<file path="src/rtl/memory_reader.sv">
// Sequential read-out engine: scans every entry of the byte store in address
// order, streams each byte on a valid/ready port and accumulates a mod-2**WIDTH checksum.
module memory_reader #(
   parameter int DEPTH  = 4,
   parameter int ADDR_W = 2,
   parameter int WIDTH  = 8
) (
   input  logic              clk,
   input  logic              reset,
   input  logic              start,
   output logic [ADDR_W-1:0] mem_addr,
   input  logic [WIDTH-1:0]  mem_rdata,
   output logic [WIDTH-1:0]  out_data,
   output logic              out_valid,
   input  logic              out_ready,
   output logic              busy,
   output logic              done,
   output logic [WIDTH-1:0]  checksum,
   output logic [1:0]        state_dbg
);

   typedef enum logic [1:0] {IDLE, SET, SEND, DONE} state_t;

   state_t            state, state_nx;
   logic [ADDR_W-1:0] addr, addr_nx;
   logic [WIDTH-1:0]  data_q, data_nx;
   logic              valid_q, valid_nx;
   logic [WIDTH-1:0]  sum_q, sum_nx;

   localparam logic [ADDR_W-1:0] LAST_ADDR = ADDR_W'(DEPTH - 1);

   always_ff @(posedge clk) begin
      if (reset) begin
         state   <= IDLE;
         addr    <= '0;
         data_q  <= '0;
         valid_q <= 1'b0;
         sum_q   <= '0;
      end else begin
         state   <= state_nx;
         addr    <= addr_nx;
         data_q  <= data_nx;
         valid_q <= valid_nx;
         sum_q   <= sum_nx;
      end
   end

   // Output stream: a byte transfers on any rising edge where out_valid and
   // out_ready are both 1; out_valid never falls before that edge, and
   // out_data stays frozen while out_valid is high and out_ready is low.
   always_comb begin
      state_nx = state;
      addr_nx  = addr;
      data_nx  = data_q;
      valid_nx = valid_q;
      sum_nx   = sum_q;
      case (state)
         IDLE: begin
            addr_nx = '0;
            if (start) begin
               state_nx = SET;
               sum_nx   = '0;
            end
         end
         SET: begin
            // Address has been stable for a full cycle, so the read data is settled.
            data_nx  = mem_rdata;
            sum_nx   = sum_q + mem_rdata;
            valid_nx = 1'b1;
            state_nx = SEND;
         end
         SEND: begin
            if (out_ready) begin
               valid_nx = 1'b0;
               if (addr == LAST_ADDR) begin
                  state_nx = DONE;
               end else begin
                  addr_nx  = addr + 1'b1;
                  state_nx = SET;
               end
            end
         end
         DONE: begin
            addr_nx  = '0;
            state_nx = IDLE;
         end
         default: begin
            state_nx = IDLE;
            addr_nx  = '0;
            valid_nx = 1'b0;
         end
      endcase
   end

   assign mem_addr  = addr;
   assign out_data  = data_q;
   assign out_valid = valid_q;
   assign checksum  = sum_q;
   assign busy      = (state != IDLE);
   assign done      = (state == DONE);
   assign state_dbg = state;

endmodule

</file>
<file path="config.mk">
export PLATFORM = sky130hd
export DESIGN_NAME = memory_reader
export DESIGN_NICKNAME = d
export VERILOG_FILES = /design/src/rtl/memory_reader.sv
export SDC_FILE = /design/constraint.sdc
export NUM_CORES = 1
export LEC_CHECK = 0
export BUFFER_PORTS_ARGS = -buffer_cell sky130_fd_sc_hd__buf_2
export CORE_MARGIN = 5
export CORE_UTILIZATION = 56
export CTS_BUF_LIST = sky130_fd_sc_hd__clkbuf_8
export DETAILED_ROUTE_END_ITERATION = 7
export MAX_ROUTING_LAYER = met4
export PLACE_DENSITY = 0.86
export SKIP_CTS_REPAIR_TIMING = 1
export SLEW_MARGIN = 5
export SYNTH_ARGS = -nofsm -noshare
export SYNTH_HDL_FRONTEND = slang
export SYNTH_SLANG_ARGS = --single-unit
export TNS_END_PERCENT = 5
</file>
<file path="constraint.sdc">
create_clock -name clk -period 3.3 [get_ports clk]
set_input_delay 0.66 -clock clk [delete_from_list [all_inputs] [get_ports clk]]
set_output_delay 0.66 -clock clk [all_outputs]
set_load 0.1 [all_outputs]
</file>
Word level (Yosys, flattened, before mapping)
Cells that the tools add are included.

word-level totals
  register bits after elaboration = 21
  input port bits = 12

cells by class
  add/sub/neg operators = 2
  equality and inequality tests = 7
  muxes and demuxes = 11
  reduce and logical (&&, ||, !) cells = 10

operator list
  operator                                                          number
  8-bit one-hot mux with 2 select lines                             1
  2-bit 2-to-1 mux                                                  5
  8-bit adder                                                       1
  8-bit 2-to-1 mux                                                  1
  2-bit one-hot mux with 4 select lines                             1
  2-bit nonzero test                                                4
  2-bit == test (second input constant)                             3
  2-bit != test (second input constant)                             3
  2-bit AND reduction                                               3
  2-bit one-hot mux with 2 select lines                             1
  3-bit AND reduction                                               1
  2-bit by 1-bit adder with 2-bit output (second input constant)    1
  2-bit by 1-bit == test with 1-bit output (second input constant)  1
  2-bit logical NOT                                                 1
  1-bit one-hot mux with 2 select lines                             1
  2-bit OR reduction                                                1
  1-bit 2-to-1 mux                                                  1

Longest topological paths before layout
  depth after elaboration = 4
  gate-level depth with buffers = 7

Worst setup path after synthesis
Ideal clock, no wire load.

  path kind = reg2out
  start point = register state[0], in the netlist state_dbg[0]
  end point = output busy
  arrival = 2.067 ns
  data required time = 2.640 ns
  setup slack = 0.573 ns
  cell stages (with the launch flop) = 4
  path through = dfxtp_1 > inv_1 > ha_1 > inv_1

on the way
  word-level cells in the longest chain between the ends = 1

ends and longest elaborated chain
  item                    RTL line  text
  start, declared         24        state_t state, state_nx;
  start signal, assigned  40        state <= state_nx;
  2-bit nonzero test      99        assign busy = (state != IDLE);
  end, declared           16        output logic busy,

Every way passes these cells.

Final worst setup path
Same ends and word-level chain as after synthesis.

==> flow_summary.yaml <==
final_layout:
  nets: 190
  final_cell_mix: "buf_2 (34), dfxtp_1 (21), nor2_1 (20)"
  final_util_pct: 70.7
  area_growth_syn_to_layout_pct: 20.9
  stdcell_count: 191
  drive_above_1_share_pct: 24.4
  antenna_cells: 0
  final_common_cell: "buf_2"
  final_area_um2: 1390
worst_setup_path:
  crit_type: "flip-flop to output port"
  cp-end-kind: "output port"
  start_kind: "flip-flop"
  reg2reg_depth: 7
  crit_path_max_fanout: 4
  worstPathCellList: "inv_1, ha_1, inv_1, buf_2"
  reg2reg_slack_ps: 1400
  arrival_ps: 1480
  critPathLaunch: "state_dbg[0]"
  r2r_start: "checksum[0]"
  cp.buffers_inverters: 3
  crit_top_cell: "inv_1"
  required_ps: 2640
  path_depth: 4
  cp_slowest_cell: "buf_2"
  crit_family: "buffers and inverters"
  critPathMaxStageDelay_ps: 420
floorplanning:
  fp.dieArea_um2: 3050
  num_io_pins: 35
  core_area_um2: 1960
  die_y_um: 55.3
  dieWidth_um: 55.3
  start_util_pct: 58.5
  rows: 16
yosys:
  syn_avg_cell_area_um2: 8.89
  yosys.area_share.simple_pct: 13.7
  synth_top_family_by_area: "compound AO/OA/AOI/OAI gates"
  ys_seq_elements: 21
  synth_area_um2: 1150
  synth_compound_area_share_pct: 18.3
  synth_cell_types: 30
  syn_nets: 154
  seq_area_frac_synth_pct: 36.6
  syn-instance-count: 129
  synthTopCellsByArea: "dfxtp_1 (37%), ha_1 (13%), mux2i_1 (7.9%)"
  synth_top_area_share_pct: 36.6
  synth_warnings: 0
  synth_fa_ha_area_share_pct: 14.8
  synthMuxAreaShare_pct: 7.85
  synth_xor_area_share_pct: 4.58
  synth_top_area_cell: "dfxtp_1"
grt:
  grt_pass1_vias: 961
  grtUsageTotal_pct: 16.2
  grt_pass1_wl_um: 3990
  overflow: 0
  grt_start_max_net_pins: 22
  antenna_found_initial: 0
drt:
  ant_nets: 0
  wl_um: 2520
  via_per_inst: 5.42
  vias: 1035
  first_pass_iters: 4
  drc_errors: 0
  first_iter_violations: 25
  wl_per_cell_um: 13.2
clocking:
  htree_levels: 1
  clock-sinks: 21
  clock_latency_ps: 260
  numCtsBuffers: 3
  cts_tree: "done"
  clock-root-buffer: "clkbuf_8"
  clk_pin_slew_worst_paths_ps: 80
  cts_max_path_buffers: 2
timing:
  setup_violations: 0
  post-route-min-period_ps: 2140
  slew_violations: 0
  max_freq_mhz: 468
  post-route-period-util_pct: 64.7
  grt_setup_unrepaired: "no"
  hold_viol_final: 0
  finClkSkew_ps: 7.73
  max_slew.worst_pin.slew_ps: 821
  relSlewSlack_pct: 44.7
  setup_tns_ps: 0
power_and_ir_drop:
  cellLeakagePower_nw: 0.669
  power_mw: 1.03
  vdd_ir_drop_max_mv: 0.396
  p_switching_uw: 531
  pwr_density_cell_nw_per_um2: 739
  swShare_pct: 51.8
  p_clk_share_pct: 16.1
  combPwrFrac_pct: 53.5
  p_int_uw: 495
  p_seq_share_pct: 30.4
worst_hold_path:
  hold_path_startpoint: "checksum[4]"
  hold_class: "flip-flop to flip-flop"
  min_path_cells: 2
status:
  status: "finished, final reports clean"
placement:
  hpwlAfterDp_um: 1930
  portBuffers: 34
  place_inst: 187
  globalplace.congestion: 0.842
  postPlaceCellArea_um2: 1340
flow_run:
  cap_violations: 0
==> power by group through the flow <==
stage	clock, mW	sequential (mW)	combinational (mW)
floorplan	0	0.556	0.221
global placement	0	0.316	0.540
detailed placement	0	0.318	0.549
CTS	0.166	0.312	0.550
global route	0.178	0.316	0.580
finish	0.165	0.312	0.549
==> sequential cells by signal, indices dropped and copies added (netlist names) <==
signal	cells
mem_addr	2
out_valid	1
out_data	8
state_dbg	2
checksum	8
==> cells in the mapped netlist, drive strengths merged <==
| library cell | n |
|---|---|
| nor4 | 1 |
| nand2 | 8 |
| a32o | 2 |
| a22oi | 6 |
| o221ai | 1 |
| a211oi | 1 |
| fa | 1 |
| a21o | 2 |
| and2 | 2 |
| nand2b | 1 |
| clkbuf | 3 |
| a31oi | 1 |
| buf | 1 |
| o21a | 1 |
| nor3 | 3 |
| xor2 | 1 |
| mux2i | 9 |
| nand3 | 1 |
| nor3b | 1 |
| xnor2 | 5 |
| o31ai | 1 |
| a221oi | 1 |
| dfxtp | 21 |
| o21ai | 8 |
| nor2 | 20 |
| a21oi | 7 |
| ha | 12 |
| inv | 8 |
==> path summary, 6_finish.rpt <==
kind                       to
setup / recovery         busy
setup reg to reg  checksum[6]
hold reg to reg   checksum[4]
hold / removal    checksum[4]
==> routing by layer <==
| metal | routed length, µm | global-route usage [%] | vias up |
|---|---|---|---|
| li1 | - | - | 522 |
| met1 | 1090 | 19.1 | 476 |
| met2 | 1230 | 27.0 | 33 |
| met3 | 172 | 3.50 | 4 |
| met4 | 21 | 6.25 | 0 |
| met5 | 0 | - | - |
==> cell families (layout without fill, tap and decap cells) <==
group	after synthesis	after routing
AOI/OAI and AO/OA	31	31
buffers and inverters	12	47
and+or+nand+nor	37	37
xor gates and xnor gates	6	6
muxes	9	9
adders and majority gates	13	13
DFF	21	21
==> worst reg2reg max path, cell delays in order (launching register included) <==
cell and delay, ps:
dfxtp_1 330, ha_1 230, fa_1 420, a21oi_1 170, o21ai_0 100, a21oi_1 190
xnor2_1 90, a32o_1 260
==> through the flow <==
stage	hold slack, ps	worst slack [ps]
after detailed placement	475	961
after floorplan	807	573
after global routing	533	1080
after global placement	467	1040
final	483	1160
after CTS	487	1170
==> cell type report <==
cell class	count	area (µm²)
timing repair buffer	35	178
tap	27	33.8
clock buffer	3	41.3
fill	163	574
clock inverter	1	3.75
sequential	21	420
multi-input combinational	96	681
inverter	8	30.0
Power figures use the tool's default switching activity.
